### config.mk
export PLATFORM = sky130hd
export DESIGN_NAME = vga_draw_scheduler
export DESIGN_NICKNAME = d
export VERILOG_FILES = /design/src/rtl/crazy_taxi_pkg.sv /design/src/rtl/vga_draw_scheduler_rect_walker.sv /design/src/rtl/vga_draw_scheduler.sv
export SDC_FILE = /design/constraint.sdc
export NUM_CORES = 1
export LEC_CHECK = 0
export BUFFER_PORTS_ARGS = -buffer_cell sky130_fd_sc_hd__buf_4
export CAP_MARGIN = 20
export CORE_ASPECT_RATIO = 1.4
export CORE_UTILIZATION = 40
export CTS_BUF_LIST = sky130_fd_sc_hd__clkbuf_4 sky130_fd_sc_hd__clkbuf_8
export DETAILED_ROUTE_END_ITERATION = 10
export PLACE_DENSITY = 0.59
export SKIP_LAST_GASP = 1
export SLEW_MARGIN = 20
export SYNTH_ARGS = -nofsm -noshare
export SYNTH_HDL_FRONTEND = slang
export SYNTH_SLANG_ARGS = --single-unit
### constraint.sdc
create_clock -name clock_i -period 2.45 [get_ports clock_i]
set_clock_uncertainty 0.1 [all_clocks]
set_input_delay 0.245 -clock clock_i [delete_from_list [all_inputs] [get_ports clock_i]]
set_output_delay 0.245 -clock clock_i [all_outputs]
set_load 0.05 [all_outputs]
### src/rtl/crazy_taxi_pkg.sv
// Shared constants, colours and state encodings for the crazy-taxi VGA draw path.
// Screen and sprite geometry live here so the scheduler and the bench agree on one set of numbers.
package crazy_taxi_pkg;

  localparam int SCREEN_W   = 160;
  localparam int SCREEN_H   = 120;
  localparam int SPRITE_W   = 16;
  localparam int SPRITE_H   = 16;
  localparam int LANE_X0    = 24;
  localparam int LANE_PITCH = 48;
  localparam int PLAYER_Y   = 100;

  localparam logic [2:0] BLACK = 3'b000;
  localparam logic [2:0] BLUE  = 3'b001;
  localparam logic [2:0] RED   = 3'b100;
  localparam logic [2:0] WHITE = 3'b111;

  typedef enum logic [2:0] {
    S_IDLE,
    S_CLEAR,
    S_ERASE,
    S_DRAW,
    S_DONE
  } draw_state_e;

  typedef enum logic {
    SPR_PLAYER,
    SPR_OBSTACLE
  } sprite_e;

  // The lowest set bit of the one-hot lane wins; an all-zero lane maps to lane 0 but is flagged invalid by the caller.
  function automatic logic [7:0] lane_x(input logic [2:0] lane);
    if (lane[0])      return 8'(LANE_X0);
    else if (lane[1]) return 8'(LANE_X0 + LANE_PITCH);
    else if (lane[2]) return 8'(LANE_X0 + 2 * LANE_PITCH);
    else              return 8'(LANE_X0);
  endfunction

endpackage

### src/rtl/vga_draw_scheduler_rect_walker.sv
// Walks a w x h rectangle row-major (x fastest) one pixel per clock from a latched origin.
// The first pixel is presented in the cycle after start; last_o flags the final pixel.
module rect_walker (
  input  logic       clock_i,
  input  logic       resetn_i,
  input  logic       start_i,
  input  logic [7:0] x0_i,
  input  logic [6:0] y0_i,
  input  logic [7:0] w_i,
  input  logic [6:0] h_i,
  output logic [7:0] x_o,
  output logic [7:0] y_o,
  output logic       last_o
);

  logic [7:0] x0_q, w_q, cx_q, cx_d;
  logic [6:0] y0_q, h_q, cy_q, cy_d;
  logic       active_q, active_d;
  logic       row_end;

  // y is kept one bit wider than the screen so rows that fall off the bottom can be recognised and clipped.
  always_comb begin
    row_end  = (cx_q == w_q - 8'd1);
    last_o   = active_q && row_end && (cy_q == h_q - 7'd1);
    x_o      = x0_q + cx_q;
    y_o      = {1'b0, y0_q} + {1'b0, cy_q};
    cx_d     = cx_q;
    cy_d     = cy_q;
    active_d = active_q;
    if (start_i) begin
      cx_d     = '0;
      cy_d     = '0;
      active_d = 1'b1;
    end else if (active_q) begin
      if (last_o) begin
        active_d = 1'b0;
      end else if (row_end) begin
        cx_d = '0;
        cy_d = cy_q + 7'd1;
      end else begin
        cx_d = cx_q + 8'd1;
      end
    end
  end

  always_ff @(posedge clock_i or negedge resetn_i) begin
    if (!resetn_i) begin
      x0_q     <= '0;
      y0_q     <= '0;
      w_q      <= '0;
      h_q      <= '0;
      cx_q     <= '0;
      cy_q     <= '0;
      active_q <= 1'b0;
    end else begin
      cx_q     <= cx_d;
      cy_q     <= cy_d;
      active_q <= active_d;
      if (start_i) begin
        x0_q <= x0_i;
        y0_q <= y0_i;
        w_q  <= w_i;
        h_q  <= h_i;
      end
    end
  end

endmodule

### src/rtl/vga_draw_scheduler.sv
// Arbitrates clear / obstacle / player redraw jobs onto the single VGA adapter plot port.
// Requests are latched as pending flags and served one at a time by fixed priority.
module vga_draw_scheduler
  import crazy_taxi_pkg::*;
(
  input  logic       clock_i,
  input  logic       resetn_i,
  input  logic       req_clear_i,
  input  logic       req_obstacle_i,
  input  logic       req_player_i,
  input  logic [2:0] bg_colour_i,
  input  logic [2:0] player_lane_i,
  input  logic [2:0] obstacle_lane_i,
  input  logic [6:0] obstacle_y_i,
  input  logic [2:0] player_colour_i,
  input  logic [2:0] obstacle_colour_i,
  output logic [7:0] x_o,
  output logic [6:0] y_o,
  output logic [2:0] colour_o,
  output logic       plot_o,
  output logic       busy_o,
  output logic       done_o
);

  draw_state_e state_q, state_d;
  sprite_e     sprite_q, sprite_d;

  logic pend_clear_q, pend_clear_d, pend_obs_q, pend_obs_d, pend_player_q, pend_player_d;
  logic grant_clear, grant_obs, grant_player, erase, clear_prev, store_prev, walking;

  logic [2:0] bg_q, bg_d, ink_q, ink_d;
  logic [7:0] new_x_q, new_x_d;
  logic [6:0] new_y_q, new_y_d;
  logic       new_valid_q, new_valid_d;

  logic [7:0] prev_px_q, prev_ox_q;
  logic [6:0] prev_py_q, prev_oy_q;
  logic       prev_valid_p_q, prev_valid_o_q;

  logic [7:0] pix_x_d;
  logic [6:0] pix_y_d;
  logic [2:0] pix_c_d;
  logic       plot_d;

  logic       w_start, w_last;
  logic [7:0] w_x0, w_w, w_x, w_y;
  logic [6:0] w_y0, w_h;

  rect_walker u_walker (
    .clock_i  (clock_i),
    .resetn_i (resetn_i),
    .start_i  (w_start),
    .x0_i     (w_x0),
    .y0_i     (w_y0),
    .w_i      (w_w),
    .h_i      (w_h),
    .x_o      (w_x),
    .y_o      (w_y),
    .last_o   (w_last)
  );

  // Job inputs are snapshotted at grant; the walker is restarted seamlessly when ERASE hands over to DRAW.
  always_comb begin
    state_d      = state_q;
    sprite_d     = sprite_q;
    bg_d         = bg_q;
    ink_d        = ink_q;
    new_x_d      = new_x_q;
    new_y_d      = new_y_q;
    new_valid_d  = new_valid_q;
    grant_clear  = 1'b0;
    grant_obs    = 1'b0;
    grant_player = 1'b0;
    erase        = 1'b0;
    clear_prev   = 1'b0;
    store_prev   = 1'b0;
    w_start      = 1'b0;
    w_x0         = new_x_q;
    w_y0         = new_y_q;
    w_w          = 8'(SPRITE_W);
    w_h          = 7'(SPRITE_H);
    case (state_q)
      S_IDLE: begin
        if (pend_clear_q) begin
          grant_clear = 1'b1;
          bg_d        = bg_colour_i;
          w_start     = 1'b1;
          w_x0        = '0;
          w_y0        = '0;
          w_w         = 8'(SCREEN_W);
          w_h         = 7'(SCREEN_H);
          state_d     = S_CLEAR;
        end else if (pend_obs_q || pend_player_q) begin
          bg_d    = bg_colour_i;
          w_start = 1'b1;
          if (pend_obs_q) begin
            grant_obs   = 1'b1;
            sprite_d    = SPR_OBSTACLE;
            new_x_d     = lane_x(obstacle_lane_i);
            new_y_d     = obstacle_y_i;
            new_valid_d = |obstacle_lane_i;
            ink_d       = obstacle_colour_i;
            erase       = prev_valid_o_q;
            w_x0        = prev_ox_q;
            w_y0        = prev_oy_q;
          end else begin
            grant_player = 1'b1;
            sprite_d     = SPR_PLAYER;
            new_x_d      = lane_x(player_lane_i);
            new_y_d      = 7'(PLAYER_Y);
            new_valid_d  = |player_lane_i;
            ink_d        = player_colour_i;
            erase        = prev_valid_p_q;
            w_x0         = prev_px_q;
            w_y0         = prev_py_q;
          end
          if (erase) begin
            state_d = S_ERASE;
          end else begin
            w_x0    = new_x_d;
            w_y0    = new_y_d;
            state_d = S_DRAW;
          end
        end
      end
      S_CLEAR: if (w_last) begin
        clear_prev = 1'b1;
        state_d    = S_DONE;
      end
      S_ERASE: if (w_last) begin
        w_start = 1'b1;
        state_d = S_DRAW;
      end
      S_DRAW: if (w_last) begin
        store_prev = 1'b1;
        state_d    = S_DONE;
      end
      S_DONE:  state_d = S_IDLE;
      default: state_d = S_IDLE;
    endcase

    // A request landing in its own grant or finish cycle re-arms the flag rather than being absorbed.
    pend_clear_d  = (pend_clear_q  & ~grant_clear)  | req_clear_i;
    pend_obs_d    = (pend_obs_q    & ~grant_obs)    | req_obstacle_i;
    pend_player_d = (pend_player_q & ~grant_player) | req_player_i;

    walking = (state_q == S_CLEAR) || (state_q == S_ERASE) || (state_q == S_DRAW);
    pix_x_d = '0;
    pix_y_d = '0;
    pix_c_d = BLACK;
    plot_d  = 1'b0;
    if (walking) begin
      pix_x_d = w_x;
      pix_y_d = w_y[6:0];
      pix_c_d = (state_q == S_DRAW) ? ink_q : bg_q;
      plot_d  = (w_y < 8'(SCREEN_H)) && ((state_q != S_DRAW) || new_valid_q);
    end
  end

  always_ff @(posedge clock_i or negedge resetn_i) begin
    if (!resetn_i) begin
      state_q        <= S_IDLE;
      sprite_q       <= SPR_PLAYER;
      pend_clear_q   <= 1'b0;
      pend_obs_q     <= 1'b0;
      pend_player_q  <= 1'b0;
      bg_q           <= '0;
      ink_q          <= '0;
      new_x_q        <= '0;
      new_y_q        <= '0;
      new_valid_q    <= 1'b0;
      prev_px_q      <= '0;
      prev_py_q      <= '0;
      prev_ox_q      <= '0;
      prev_oy_q      <= '0;
      prev_valid_p_q <= 1'b0;
      prev_valid_o_q <= 1'b0;
      x_o            <= '0;
      y_o            <= '0;
      colour_o       <= '0;
      plot_o         <= 1'b0;
    end else begin
      state_q       <= state_d;
      sprite_q      <= sprite_d;
      pend_clear_q  <= pend_clear_d;
      pend_obs_q    <= pend_obs_d;
      pend_player_q <= pend_player_d;
      bg_q          <= bg_d;
      ink_q         <= ink_d;
      new_x_q       <= new_x_d;
      new_y_q       <= new_y_d;
      new_valid_q   <= new_valid_d;
      x_o           <= pix_x_d;
      y_o           <= pix_y_d;
      colour_o      <= pix_c_d;
      plot_o        <= plot_d;
      if (clear_prev) begin
        prev_valid_p_q <= 1'b0;
        prev_valid_o_q <= 1'b0;
      end else if (store_prev) begin
        if (sprite_q == SPR_PLAYER) begin
          prev_px_q      <= new_x_q;
          prev_py_q      <= new_y_q;
          prev_valid_p_q <= new_valid_q;
        end else begin
          prev_ox_q      <= new_x_q;
          prev_oy_q      <= new_y_q;
          prev_valid_o_q <= new_valid_q;
        end
      end
    end
  end

  assign busy_o = (state_q != S_IDLE);
  assign done_o = (state_q == S_DONE);

endmodule

==> flow_summary.ini <==
[yosys]
synth_compound_area_share_pct = 16.2
syn-num-nets = 511
post_synth_instance_area_mm2 = 0.00509
yosysUniqueCellTypes = 62
synth-main-ff-cell = dfrtp_1
synth-edff-count = 0
synth-seq-area-share_pct = 48.2
synth_top_family_by_area = compound AO/OA/AOI/OAI gates
synth.mux.area_fraction_pct = 11.6
yosysWarnings = 0
synthArstFlopShare_pct = 100
synthXorXnorAreaFrac_pct = 2.75
syn-instance-count = 466
syn_avg_cell_area_um2 = 10.9
synth-simple-area-share_pct = 13.8
synthAdderAreaFrac_pct = 4.72
ys_seq_elements = 98

[placed_design]
io_buffers = 47
hpwl_mm = 8.63
dpl_cell_area_mm2 = 0.00581
globalplace.congestion = 0.819

[grt]
grt_usage_pct = 19.3
grt_start_max_net_pins = 74
grt_pass1_vias = 3927
grt_antenna_before_repair = 0
grt_first_pass_wirelength_mm = 20.1
overflow = 0

[floorplan]
rows = 48
die_area_mm2 = 0.0132
core_area_mm2 = 0.0124
die_w_um = 97.4
start_util_pct = 41.2
fp.dieH_um = 136
ioPinCount = 48

[clocking]
cts_max_level = 3
clk_latency_ps = 380
root_buffer = clkbuf_8
cts_buffers = 9
cts_tree = built
clock_path_buffers = 2
clk_pin_slew_ps = 100
cts_sinks = 98

[routing]
drc_errors = 0
postRouteAntennaNets = 0
routedWlPerCell_um = 17.1
drtIter0Drc = 149
drt-total-wl_mm = 12.1
first_pass_iters = 4
vias = 3883
viasPerCell = 5.48

[finish]
drive_above_1_share_pct = 29.2
final_area_mm2 = 0.00624
nNetsFinal = 599
area_growth_pct = 22.5
nFillCells = 1119
diodes = 0

[power]
p_comb_share_pct = 28.2
p_int_uw = 2790
p_sw_uw = 1430
leakagePower_uw = 0.00289
p_seq_share_pct = 45.9
clockPowerShare_pct = 25.9
ir_worst_vdd_uv = 279
swShare_pct = 33.9
powerDensity_mw_per_mm2 = 677

[sta]
hold_ws_ps = 10.3
fmax_mhz = 418
slew_headroom_pct = 57.4
drv_slew = 0
worst_slew_pin_slew_ps = 636
period_share_pct = 97.7
setup_violations = 0
rsz0062_at_grt = true
post-route-min-period_ps = 2390
hold_viol_final = 0

[worst_setup_path]
path_max_fanout = 6
required_ps = 2610
criticalPathCategory = flop to flop
cp_data_arrival_time_ps = 2550
setup.worst_path.end_class = flop
startpoint_type = flop

[run]
max_cap_violations = 0

[run_status]
status = completed

[min_path]
hold_path.class = input pin to flop
power groups by stage:
stage          clock network [uW]  registers (uW)  logic (uW)
2_1_floorplan                   0            2260         457
3_3_place_gp                    0            1970        1140
3_5_place_dp                    0            1970        1170
4_1_cts                      1120            1940        1200
5_1_grt                      1200            1970        1310
6_report                     1090            1940        1190
routing by layer:
layer  wire (um)  GRT usage, %  vias to the layer above
met5           0             0                        -
met4         233          6.94                        0
met3         345          3.41                       17
met2        6260          33.8                       72
met1        5280          23.9                     1933
li1            -             -                     1861
flip-flops by register name (all words and copies together) (netlist names), 2 cells and up:
register	count
prev_py_q	7
prev_ox_q	4
u_walker.x0_q	4
u_walker.cy_q	7
prev_oy_q	7
u_walker.h_q	2
prev_px_q	4
state_q	3
colour_o	3
y_o	7
new_y_q	7
ink_q	3
u_walker.y0_q	7
new_x_q	4
x_o	8
bg_q	3
u_walker.cx_q	8
repair_timing:
| item | CTS | global route |
|---|---|---|
| setup buffers | 0 | 4 |
| hold buffers | 12 | 0 |
| cloned | 1 | 0 |
| gates resized for setup | 5 | 12 |
| hold endpoints to repair | 36 | 0 |
| setup endpoints to repair | 13 | 36 |
| pin swaps | 1 | 4 |
kinds of logic (layout without fill, tap and decap cells):
group | count (synthesis) | after routing
buffers and inverters | 33 | 126
AO/OA/AOI/OAI | 117 | 117
AND/OR/NAND/NOR | 134 | 134
multiplexers | 50 | 50
XOR/XNOR | 16 | 16
adder cells (fa/ha/maj) | 18 | 18
flip-flops | 98 | 98
layout make-up:
cell class	count	area [um^2]	share of cell area [%]
flip-flops and latches	98	2450	39.3
multi-input cells	335	2570	41.2
clock buffers	10	138	2.21
repair buffers	97	778	12.5
clock inverters	6	63.8	1.02
inverters	13	48.8	0.782
well taps	150	188	3.01
cell usage in the layout (no fill, tap or decap), types with 12 or more instances in the layout:
| cell type | count |
|---|---|
| o21ai_0 | 27 |
| dfrtp_1 | 97 |
| ha_1 | 15 |
| mux2_4 | 18 |
| dlygate4sd3_1 | 12 |
| buf_4 | 82 |
| a21oi_1 | 17 |
| nor2_1 | 37 |
| nand2_1 | 34 |
| mux2_2 | 23 |
path summary, 6_finish.rpt:
path | startpoint | end | slack, ps | depth (start not counted)
worst min-delay path | obstacle_y_i[4] | new_y_q[4] | 10 | 2
worst max register to register | u_walker.h_q[5] | prev_ox_q[6] | 60 | 9
min in group asynchronous | resetn_i | x_o[4] | 220 | 2
max in group asynchronous | resetn_i | new_y_q[5] | 1300 | 3
worst min register to register | ink_q[2] | ink_q[2] | 390 | 2
worst max-delay path | u_walker.h_q[5] | prev_ox_q[6] | 60 | 9
per-stage QoR:
step                      utilization (%)  setup TNS, ps  worst slack (ps)  std cells  power (uW)
final                                50.4              0              55.4        709        4230
after global routing                 50.4           -463             -54.0        709        4470
after CTS                            49.8              0              16.7        705        4260
after detailed placement             46.9           -229             -28.1        676        3140
after global placement               46.9              0              48.5        676        3110
after floorplan                         -              0               100        466        2720
critical path, stage by stage, from the launching register on:
cell	delay, ps
dfrtp_1	410
inv_2	110
ha_4	210
xnor2_2	170
nor4b_4	250
buf_4	160
nand4_1	140
nor2_2	230
buf_6	180
mux2_4	310
cells in the mapped netlist, types with 9 or more instances:
| master | n | area [um^2] |
|---|---|---|
| nor2_1 | 38 | 143 |
| and2_1 | 10 | 62.6 |
| o21ai_0 | 27 | 135 |
| a21oi_1 | 17 | 85.1 |
| mux2_2 | 31 | 349 |
| a22o_1 | 9 | 78.8 |
| nand2_1 | 34 | 128 |
| clkbuf_1 | 11 | 41.3 |
| nand2b_1 | 11 | 68.8 |
| xnor2_1 | 9 | 78.8 |
| mux2_4 | 10 | 150 |
| ha_1 | 16 | 200 |
| mux2i_1 | 9 | 90.1 |
| dfrtp_1 | 98 | 2450 |
| inv_1 | 12 | 45.0 |
(Power assumes the default switching activity.)
